`config.mk`:
```
export PLATFORM = sky130hd
export DESIGN_NAME = sdram_arbiter
export DESIGN_NICKNAME = d
export VERILOG_FILES = /design/src/rtl/sdram_arb_pkg.sv /design/src/rtl/sdram_arb_rr2.sv /design/src/rtl/sdram_arbiter.sv
export SDC_FILE = /design/constraint.sdc
export NUM_CORES = 1
export LEC_CHECK = 0
export ABC_CLOCK_PERIOD_IN_PS = 4900
export BUFFER_PORTS_ARGS = -buffer_cell sky130_fd_sc_hd__buf_2
export CAP_MARGIN = 20
export CORE_MARGIN = 3
export CORE_UTILIZATION = 46
export DETAILED_ROUTE_END_ITERATION = 16
export PLACE_DENSITY = 0.95
export SYNTH_ARGS = -nofsm -noshare
export SYNTH_HDL_FRONTEND = slang
export SYNTH_HIERARCHICAL = 1
export SYNTH_SLANG_ARGS = --single-unit
```
`constraint.sdc`:
```
create_clock -name clk_96 -period 4.9 [get_ports clk_96]
set_input_delay 0.245 -clock clk_96 [delete_from_list [all_inputs] [get_ports clk_96]]
set_output_delay 0.245 -clock clk_96 [all_outputs]
set_load 0.01 [all_outputs]
```
`src/rtl/sdram_arb_pkg.sv`:
```
// sdram_arb_pkg: types and constants shared by the SDRAM slot arbiter.
//   grant_t   - which requester owns the current 12-cycle slot.
//   PH_LAST   - last phase value of a slot (phase counts 0..11).
//   PH_DECIDE - phase whose closing edge registers the next slot's grant.
//   PH_ACK    - phase whose closing edge registers the completion ack.
package sdram_arb_pkg;

   typedef enum logic [1:0] {
      GNT_NONE = 2'd0,
      GNT_VID  = 2'd1,
      GNT_CPU  = 2'd2,
      GNT_DMA  = 2'd3
   } grant_t;

   localparam logic [3:0] PH_LAST   = 4'd11;
   localparam logic [3:0] PH_DECIDE = 4'd11;
   localparam logic [3:0] PH_ACK    = 4'd9;

endpackage

```
`src/rtl/sdram_arb_rr2.sv`:
```
// sdram_arb_rr2: two-way round-robin picker between the CPU and DMA ports.
// Ports:
//   clk_96    in  clock
//   reset     in  synchronous active-high reset (last winner := DMA)
//   cpu_req   in  CPU request level
//   dma_req   in  DMA request level
//   update_en in  commit the current pick as the new last winner
//   rr_pick   out combinational pick (GNT_NONE / GNT_CPU / GNT_DMA)
module sdram_arb_rr2
   import sdram_arb_pkg::*;
(
   input  logic   clk_96,
   input  logic   reset,
   input  logic   cpu_req,
   input  logic   dma_req,
   input  logic   update_en,
   output grant_t rr_pick
);

   // 1 = DMA won the last CPU/DMA contention, 0 = CPU did.
   logic rr_last_reg;

   always_comb begin
      rr_pick = GNT_NONE;
      if (cpu_req && dma_req)
         rr_pick = rr_last_reg ? GNT_CPU : GNT_DMA;
      else if (cpu_req)
         rr_pick = GNT_CPU;
      else if (dma_req)
         rr_pick = GNT_DMA;
   end

   always_ff @(posedge clk_96) begin
      if (reset)
         rr_last_reg <= 1'b1;
      else if (update_en && (rr_pick != GNT_NONE))
         rr_last_reg <= (rr_pick == GNT_DMA);
   end

endmodule

```
`src/rtl/sdram_arbiter.sv`:
```
// sdram_arbiter: shares a single-slot SDRAM controller between a read-only
// video port, a CPU port and a DMA port. One requester owns each 12-cycle
// (8 MHz) slot; the phase counter mirrors the controller's own so the mem_*
// outputs are stable whenever the controller samples them.
// Ports:
//   clk_96, reset            clock / synchronous active-high reset
//   clk_8_en                 8 MHz enable; its rising edge resyncs phase to 10
//   vid_req/addr/ack         video read port
//   cpu_req/we/addr/ds/din/ack, dma_* : CPU and DMA read/write ports
//   port_dout                read data for whichever port is acked
//   mem_req/we/addr/ds/din   to the controller; mem_dout from it
// Optional: define SDRAM_ARB_REFRESH_EN to force a refresh (idle) slot after
// REFRESH_INTERVAL consecutive busy slots.
module sdram_arbiter
   import sdram_arb_pkg::*;
#(
   parameter int ADDR_W           = 24,
   parameter int REFRESH_INTERVAL = 8
) (
   input  logic              clk_96,
   input  logic              reset,
   input  logic              clk_8_en,
   input  logic              vid_req,
   input  logic [ADDR_W-1:0] vid_addr,
   output logic              vid_ack,
   input  logic              cpu_req,
   input  logic              cpu_we,
   input  logic [ADDR_W-1:0] cpu_addr,
   input  logic [1:0]        cpu_ds,
   input  logic [15:0]       cpu_din,
   output logic              cpu_ack,
   input  logic              dma_req,
   input  logic              dma_we,
   input  logic [ADDR_W-1:0] dma_addr,
   input  logic [1:0]        dma_ds,
   input  logic [15:0]       dma_din,
   output logic              dma_ack,
   output logic [15:0]       port_dout,
   output logic              mem_req,
   output logic              mem_we,
   output logic [ADDR_W-1:0] mem_addr,
   output logic [1:0]        mem_ds,
   output logic [15:0]       mem_din,
   input  logic [15:0]       mem_dout
);

   localparam grant_t ACK_GNT [3] = '{GNT_VID, GNT_CPU, GNT_DMA};

   logic       clk_8_en_d_reg;
   logic [3:0] ph_reg;
   grant_t     grant_reg;
   grant_t     grant_next;
   grant_t     rr_pick;
   logic       acked_reg;
   logic [2:0] ack_reg;
   logic       decide;
   logic       force_refresh;
   logic       rr_update;

   assign decide = (ph_reg == PH_DECIDE);

`ifdef SDRAM_ARB_REFRESH_EN
   localparam int                BUSY_W   = $clog2(REFRESH_INTERVAL + 1);
   localparam logic [BUSY_W-1:0] BUSY_MAX = BUSY_W'(REFRESH_INTERVAL);

   logic [BUSY_W-1:0] busy_cnt_reg;

   assign force_refresh = (busy_cnt_reg == BUSY_MAX);

   // Counts consecutive granted slots; any idle slot (natural or forced)
   // gives the controller its refresh and restarts the count.
   always_ff @(posedge clk_96) begin
      if (reset)
         busy_cnt_reg <= '0;
      else if (decide) begin
         if (force_refresh || (grant_next == GNT_NONE))
            busy_cnt_reg <= '0;
         else
            busy_cnt_reg <= busy_cnt_reg + 1'b1;
      end
   end
`else
   assign force_refresh = 1'b0;
`endif

   // A forced refresh slot must not disturb the CPU/DMA fairness state.
   assign rr_update = decide && !vid_req && !force_refresh;

   sdram_arb_rr2 u_rr2 (
      .clk_96    (clk_96),
      .reset     (reset),
      .cpu_req   (cpu_req),
      .dma_req   (dma_req),
      .update_en (rr_update),
      .rr_pick   (rr_pick)
   );

   always_comb begin
      grant_next = GNT_NONE;
      if (force_refresh)
         grant_next = GNT_NONE;
      else if (vid_req)
         grant_next = GNT_VID;
      else
         grant_next = rr_pick;
   end

   always_ff @(posedge clk_96) begin
      if (reset) begin
         clk_8_en_d_reg <= 1'b0;
         ph_reg         <= 4'd0;
         grant_reg      <= GNT_NONE;
         acked_reg      <= 1'b0;
         mem_req        <= 1'b0;
         mem_we         <= 1'b0;
         mem_addr       <= '0;
         mem_ds         <= 2'b11;
         mem_din        <= 16'h0000;
      end else begin
         clk_8_en_d_reg <= clk_8_en;

         if (!clk_8_en_d_reg && clk_8_en)
            ph_reg <= 4'd10;
         else if (ph_reg == PH_LAST)
            ph_reg <= 4'd0;
         else
            ph_reg <= ph_reg + 4'd1;

         if (decide) begin
            grant_reg <= grant_next;
            acked_reg <= 1'b0;
            case (grant_next)
               GNT_VID: begin
                  mem_req  <= 1'b1;
                  mem_we   <= 1'b0;
                  mem_addr <= vid_addr;
                  mem_ds   <= 2'b11;
               end
               GNT_CPU: begin
                  mem_req  <= 1'b1;
                  mem_we   <= cpu_we;
                  mem_addr <= cpu_addr;
                  mem_ds   <= cpu_ds;
                  mem_din  <= cpu_din;
               end
               GNT_DMA: begin
                  mem_req  <= 1'b1;
                  mem_we   <= dma_we;
                  mem_addr <= dma_addr;
                  mem_ds   <= dma_ds;
                  mem_din  <= dma_din;
               end
               default: begin
                  // Idle slot: controller refreshes. Address/data are left
                  // as they were; we is dropped so nothing looks like a write.
                  mem_req <= 1'b0;
                  mem_we  <= 1'b0;
               end
            endcase
         end else if ((ph_reg == PH_ACK) && (grant_reg != GNT_NONE)) begin
            acked_reg <= 1'b1;
         end
      end
   end

   // One ack per granted slot, only on a real 9->10 phase step; a resync
   // that jumps past phase 9 simply leaves the slot unacked.
   genvar gi;
   generate
      for (gi = 0; gi < 3; gi++) begin : g_ack
         always_ff @(posedge clk_96) begin
            if (reset)
               ack_reg[gi] <= 1'b0;
            else
               ack_reg[gi] <= (ph_reg == PH_ACK) && !acked_reg &&
                              (grant_reg == ACK_GNT[gi]);
         end
      end
   endgenerate

   assign vid_ack   = ack_reg[0];
   assign cpu_ack   = ack_reg[1];
   assign dma_ack   = ack_reg[2];
   assign port_dout = mem_dout;

endmodule
```
==> impl_summary.log, run 1 <==
INFO  metric drt_drc_violations_left = 0
INFO  metric largest_register_ff_count = 24
INFO  metric detail_route.vias_per_cell = approximately 5.4
INFO  metric hold_path_startpoint = clk_8_en
INFO  metric clock_tree_from_tritoncts = built
INFO  metric post_synth.cell_area_avg = approximately 10 um2
INFO  metric hpwlAfterDp = between 6000 and 7000 um
INFO  metric post_synth_instance_area = 3060 um2
INFO  metric grt_pass1_vias = roughly 2600
INFO  metric gpl.final_weighted_congestion = approximately 0.76
INFO  metric share_of_synthesized_area_occupied_by_flip_flops_and_latches = between 30% and 40%
INFO  metric pwr_density_cell = roughly 230 nW/um2
INFO  metric total_power = a little under 0.0009 W
INFO  metric die_width = ~88 um
INFO  metric hold-path-cell-count = 2
INFO  metric grt_max_degree = 34
INFO  metric crit-reg2reg-launch = ph_reg[0]
INFO  metric hold_path_endpoint = clk_8_en_d_reg
INFO  metric dp_worst_setup_slack = roughly 2100 ps
INFO  metric grt_usage = between 20% and 30%
INFO  metric setup.worst_path.start_class = flip-flop
INFO  metric cts_max_path_buffers = 2
INFO  metric setup_total_negative_slack = 0 ps
INFO  metric worst-r2r-setup-slack = 2120 ps
INFO  metric max_slew.worst_pin.slew = about 1000 ps
INFO  metric tritoncts_buffer_count = 5
INFO  metric max-slew-margin-rel = about 33%
INFO  metric cts_root_buf = clkbuf_8
INFO  metric antenna_violating_nets_post_route = 0
INFO  metric postSynth.asyncResetShare = 0%
INFO  metric period_share = between 50% and 60%
INFO  metric worstSetupPathType = reg -> reg
INFO  metric run_status = complete, no violations
INFO  metric drt_iter0_markers = 74
INFO  metric yosys_register_bits = 56
INFO  metric crit_required = roughly 5100 ps
INFO  metric finalWorstPathRequiredPeriod = between 2000 and 3000 ps
INFO  metric critical_path.endpoint_type = flip-flop
INFO  metric layout_setup_ws = about 2100 ps
INFO  metric chipHeight = 87.6 um
INFO  metric cp.arrival = between 3000 and 4000 ps
INFO  metric synth_cell_types = 33
INFO  metric fillerInstances = 545
INFO  metric cts-hold-fix-buffers = 0
INFO  metric rr_worst_depth = 4
INFO  metric most_frequent_cells_in_the_layout = buf_2 (162), dfxtp_1 (56), mux2i_1 (43)
INFO  metric floorplan.die_area = between 7000 and 8000 um2
INFO  metric max_freq = between 300 and 400 MHz
INFO  metric cts_post_setup_buffers_inserted = 0
INFO  metric detail_route.wl_per_cell = 16.1 um
INFO  metric rr_endpoint = mem_addr[16]
INFO  metric routed_via_count = approximately 2700
INFO  metric dominantRegCellSynth = dfxtp_1
INFO  metric nets = roughly 570
INFO  metric floorplan.core_area = around 6400 um2
INFO  metric setup_viol_count_final = 0
INFO  metric start_util = between 40% and 50%
INFO  metric crit_path_max_fanout = 28
INFO  metric cellLeakagePower = between 1.5 and 2 nW
INFO  metric layout-area-overhead-vs-synth = 23.7%
INFO  metric number_of_instances_in_the_synthesized_netlist = slightly above 300
INFO  metric final-seq-area = between 1000 and 1500 um2
INFO  metric final_max_slew_viol_count = 0
INFO  metric grt_setup_unrepaired = false
INFO  metric htreeDepth = 2
INFO  metric power.ir.vdd_worst = 126 uV
INFO  metric clock-sinks = 56
INFO  metric insertion_delay = just over 300 ps
INFO  metric port_buffers = approximately 160
INFO  metric clk_transition_reported_paths = between 100 and 150 ps
INFO  metric final_hold_viol_count = 0
INFO  metric detail_route.wirelength = a little over 8000 um
INFO  metric synthesis.nets = ~440
INFO  metric grt-ovfl-total = 0
INFO  metric max-cap-violations = 0
INFO  metric synth-edff-count = 0
INFO  metric fp-row-count = 29
INFO  metric yosys_synthesis_warning_count = 6
INFO  metric timing.hold.worst.class = in -> reg
INFO  metric io-pin-count = 195
INFO  metric grt_first_pass_wirelength = about 12000 um
INFO  metric antenna_cells_inserted = 0
INFO  metric ctsResizeCount = 0
INFO  metric antenna_found_initial = 0
INFO  metric first_pass_iters = 4
INFO  metric finClkSkew = around 9.3 ps
INFO  metric most_common_cell_after_layout_fill_and_taps_aside = buf_2
INFO  metric multi_input_comb_area = about 1600 um2
INFO  metric final_layout_size_suffix_gt1_share = 52.3%
layout make-up:
cell class,instances,area share [%]
multi-input cells,201,43.3
flip-flops and latches,56,29.6
clock buffers,5,1.82
clock inverters,3,0.694
repair buffers,163,21.6
inverters,4,0.397
well taps,77,2.55
synthesized netlist by cell type, types with 5 or more instances:
cell type	count	area share (%)
nor3_1	6	0.98
nor2_1	5	0.61
buf_4	21	5.2
clkbuf_1	7	0.86
buf_2	8	1.3
a21oi_1	22	3.6
mux2i_1	43	14
dfxtp_1	56	37
mux2_2	25	9.2
a211oi_1	15	3.7
o22ai_2	20	8.2
nand2_1	28	3.4
buf_6	7	2.6
per-stage QoR:
| step | std cells | util [%] | hold slack [ps] | instance area (um2) |
|---|---|---|---|---|
| 2_1_floorplan | 304 | - | 355 | 3060 |
| 3_3_place_gp | 501 | 57.8 | 430 | 3690 |
| 3_5_place_dp | 501 | 57.8 | 438 | 3690 |
| 4_1_cts | 509 | 59.3 | 158 | 3780 |
| 5_1_grt | 509 | 59.3 | 165 | 3780 |
| 6_report | 509 | 59.3 | 163 | 3780 |
kinds of logic after synthesis:
logic type               synth area share, %
multiplexers                            23.3
AND/OR/NAND/NOR                         9.78
adder cells (fa/ha/maj)                0.818
buffers and inverters                   10.4
flip-flops                              36.6
AO/OA/AOI/OAI                           19.1
power by group:
part           switching (W)  internal [W]  leakage (nW)  total, W
Sequential        0.00000563      0.000462         0.453  0.000468
Combinational      0.0000717     0.0000796          1.22  0.000151
Clock               0.000162      0.000106        0.0491  0.000267
Total               0.000239      0.000648          1.72  0.000887
how the worst max path moves through the flow:
| stage | from | end | cells after the start |
|---|---|---|---|
| final | ph_reg[0] | mem_addr[16] | 4 |
| after global routing | ph_reg[0] | mem_addr[23] | 4 |
| after CTS | ph_reg[0] | mem_addr[16] | 4 |
| after detailed placement | ph_reg[0] | mem_addr[16] | 4 |
| after global placement | ph_reg[0] | mem_addr[0] | 4 |
| after floorplan | u_rr2/rr_last_reg | mem_addr[10] | 6 |
metal layers:
metal	wire length, um	part of all wire [%]	track usage, %
met1	3110	38	23.7
met2	4090	50	33.0
met3	744	9.1	6.02
met4	266	3.2	9.90
met5	0	0	0
critical path, cell delays in order, from the launching register on:
cell and delay, ps:
dfxtp_1 420, ha_1 260, and3b_1 810, nand3_2 810, o22ai_2 390
Note: power is estimated with default switching activity, not from simulation.
==> run 2: changes to the inputs <==
- ABC_CLOCK_PERIOD_IN_PS: 4900 -> 2700
- CORE_UTILIZATION: 46 -> 43
- PLACE_DENSITY: 0.95 -> 0.93
- clock period: 4.9 -> 2.7 ns (I/O delays scaled with it)
==> run 2 against run 1 <==
  * Clock-buffer cell count up 2
  * Total power up 81%
  * First-iteration DRC count up 19%
  * Final cell count up 5.3%
  * Clock skew up 2.4 ps
  * Critical path type unchanged
==> impl_summary.log, run 2 (synthesized netlist as in run 1, its figures left out) <==
INFO  metric detail_route.wirelength = 8200 um (about the same)
INFO  metric detail_route.vias_per_cell = 5.15 (was 5.40)
INFO  metric crit_required = 2870 ps (was 5130 ps)
INFO  metric grt_pass1_vias = 2935 (was 2571)
INFO  metric floorplan.core_area = 6830 um2 (was 6390 um2)
INFO  metric rr_worst_depth = 5 (was 4)
INFO  metric first_pass_iters = 4 (unchanged)
INFO  metric cts_max_path_buffers = 2 (unchanged)
INFO  metric setup_viol_count_final = 0 (unchanged)
INFO  metric path_cells = a21boi_4 -> buf_4 -> mux2_2 -> mux2i_1 -> o22ai_2 (was ha_1 -> and3b_1 -> nand3_2 -> o22ai_2)
INFO  metric layout-area-overhead-vs-synth = 26.4% (was 23.7%)
INFO  metric grt_max_degree = 29 (was 34)
INFO  metric ctsResizeCount = 0 (unchanged)
INFO  metric max_slew.worst_pin.slew = 747 ps (was 1010 ps)
INFO  metric chipHeight = 90.3 um (was 87.6 um)
INFO  metric final-seq-area = 1120 um2 (unchanged)
INFO  metric detail_route.wl_per_cell = 15.3 um (was 16.1 um)
INFO  metric hold_path_startpoint = clk_8_en (unchanged)
INFO  metric htreeDepth = 2 (unchanged)
INFO  metric most_frequent_cells_in_the_layout = buf_2 (162), dfxtp_1 (56), mux2i_1 (43) (unchanged)
INFO  metric insertion_delay = 300 ps (was 310 ps)
INFO  metric dp.cells = 528 (was 501)
INFO  metric setup.worst_path.start_class = flip-flop (unchanged)
INFO  metric hold-path-cell-count = 2 (unchanged)
INFO  metric layout.cells.non_filler = 536 (was 509)
INFO  metric timing.hold.worst.class = in -> reg (unchanged)
INFO  metric clock-sinks = 56 (unchanged)
INFO  metric crit_path_max_fanout = 20 (was 28)
INFO  metric dp_worst_setup_slack = 803 ps (was 2130 ps)
INFO  metric grt_first_pass_wirelength = 13400 um (was 12100 um)
INFO  metric drt_iter0_markers = 88 (was 74)
INFO  metric finalHoldWorstSlack = 67.6 ps (was 163 ps)
INFO  metric power.ir.vdd_worst = 208 uV (was 126 uV)
INFO  metric grt_usage = 19.7% (was 20.1%)
INFO  metric hold_path_endpoint = clk_8_en_d_reg (unchanged)
INFO  metric period_share = 69.9% (was 56.7%)
INFO  metric final_hold_viol_count = 0 (unchanged)
INFO  metric final_max_slew_viol_count = 0 (unchanged)
INFO  metric max-cap-violations = 0 (unchanged)
INFO  metric port_buffers = 162 (unchanged)
INFO  metric cts-hold-fix-buffers = 0 (unchanged)
INFO  metric post_route_standard_cell_area_excluding_fillers = 3870 um2 (was 3780 um2)
INFO  metric most_common_cell_after_layout_fill_and_taps_aside = buf_2 (unchanged)
INFO  metric fillerInstances = 622 (was 545)
INFO  metric tritoncts_buffer_count = 5 (unchanged)
INFO  metric grt_setup_unrepaired = false (unchanged)
INFO  metric antenna_violating_nets_post_route = 0 (unchanged)
INFO  metric worst-r2r-setup-slack = 810 ps (was 2120 ps)
INFO  metric critical_path.endpoint_type = flip-flop (unchanged)
INFO  metric setup_total_negative_slack = 0 ps (unchanged)
INFO  metric cellLeakagePower = 1.76 nW (was 1.72 nW)
INFO  metric crit-reg2reg-launch = u_rr2/rr_last_reg (was ph_reg[0])
INFO  metric max_freq = 530 MHz (was 360 MHz)
INFO  metric fp-row-count = 30 (was 29)
INFO  metric finalWorstPathRequiredPeriod = 1890 ps (was 2780 ps)
INFO  metric cts_post_setup_buffers_inserted = 0 (unchanged)
INFO  metric largest_register_ff_count = 24 (unchanged)
INFO  metric instance_area_after_placement = 3770 um2 (was 3690 um2)
INFO  metric grt-ovfl-total = 0 (unchanged)
INFO  metric start_util = 44.8% (was 47.9%)
INFO  metric hpwlAfterDp = 6480 um (was 6310 um)
INFO  metric cpPeakStageDelay = 380 ps (was 810 ps)
INFO  metric io-pin-count = 195 (unchanged)
INFO  metric clk_transition_reported_paths = 100 ps (was 110 ps)
INFO  metric nets = 573 (was 565)
INFO  metric clock_tree_from_tritoncts = built (unchanged)
INFO  metric pwr_density_cell = 414 nW/um2 (was 234 nW/um2)
INFO  metric final_layout_size_suffix_gt1_share = 53.0% (was 52.3%)
INFO  metric multi_input_comb_area = 1640 um2 (unchanged)
INFO  metric finClkSkew = 11.8 ps (was 9.34 ps)
INFO  metric antenna_found_initial = 0 (unchanged)
INFO  metric gpl.final_weighted_congestion = 0.808 (was 0.762)
INFO  metric run_status = complete, no violations (unchanged)
INFO  metric rr_endpoint = mem_addr[16] (unchanged)
INFO  metric antenna_cells_inserted = 0 (unchanged)
INFO  metric routed_via_count = 2759 (was 2747)
INFO  metric worstSetupPathType = reg -> reg (unchanged)
INFO  metric floorplan.die_area = 8160 um2 (was 7670 um2)
INFO  metric layout_setup_ws = 812 ps (was 2120 ps)
INFO  metric cts_root_buf = clkbuf_8 (unchanged)
INFO  metric drt_drc_violations_left = 0 (unchanged)
INFO  metric max-slew-margin-rel = 50.1% (was 32.5%)
INFO  metric critical_path.slowest_cell = a21boi_4 (was and3b_1)
INFO  metric die_width = 90.3 um (was 87.6 um)
INFO  metric cp.arrival = 2060 ps (was 3010 ps)
==> run 2: area by class of cell <==
cell class	count	area share (%)
clock inverters	1	0.194
multi-input cells	201	42.4
repair buffers	171	22.7
clock buffers	7	2.23
inverters	4	0.388
well taps	96	3.11
flip-flops and latches	56	29.0
==> run 2: worst max path at each step <==
| stage | startpoint | to | cells past startpoint |
|---|---|---|---|
| 6_report | u_rr2/rr_last_reg | mem_addr[16] | 5 |
| 4_1_cts | u_rr2/rr_last_reg | mem_addr[20] | 5 |
| 5_1_grt | u_rr2/rr_last_reg | mem_addr[19] | 5 |
| 3_5_place_dp | u_rr2/rr_last_reg | mem_addr[20] | 5 |
| 2_1_floorplan | u_rr2/rr_last_reg | mem_addr[10] | 6 |
| 3_3_place_gp | u_rr2/rr_last_reg | mem_addr[20] | 5 |
==> run 2: metal layers <==
metal	GRT usage [%]	vias up	wire, um
li1	-	1345	-
met1	21.5	1255	3180
met2	36.0	136	4210
met3	5.33	23	629
met4	7.27	0	174
met5	0	-	0
==> run 2: where the power goes <==
group / switching (W) / internal (W) / total, W
logic: 0.000131 / 0.000150 / 0.000280
registers: 0.00000943 / 0.000839 / 0.000848
clock network: 0.000263 / 0.000209 / 0.000472
==> run 2: metrics by stage <==
stage,total power [W],util (%)
2_1_floorplan,0.00105,-
3_3_place_gp,0.00114,55.2
3_5_place_dp,0.00115,55.2
4_1_cts,0.00162,56.6
5_1_grt,0.00167,56.6
6_report,0.00160,56.6
==> run 2: worst max-delay path, delay by kind of cell (launching register included) <==
kind	cells	cell delay [ps]
AOI/OAI and AO/OA	2	480
DFF	1	360
buffers and inverters	1	350
muxes	2	560
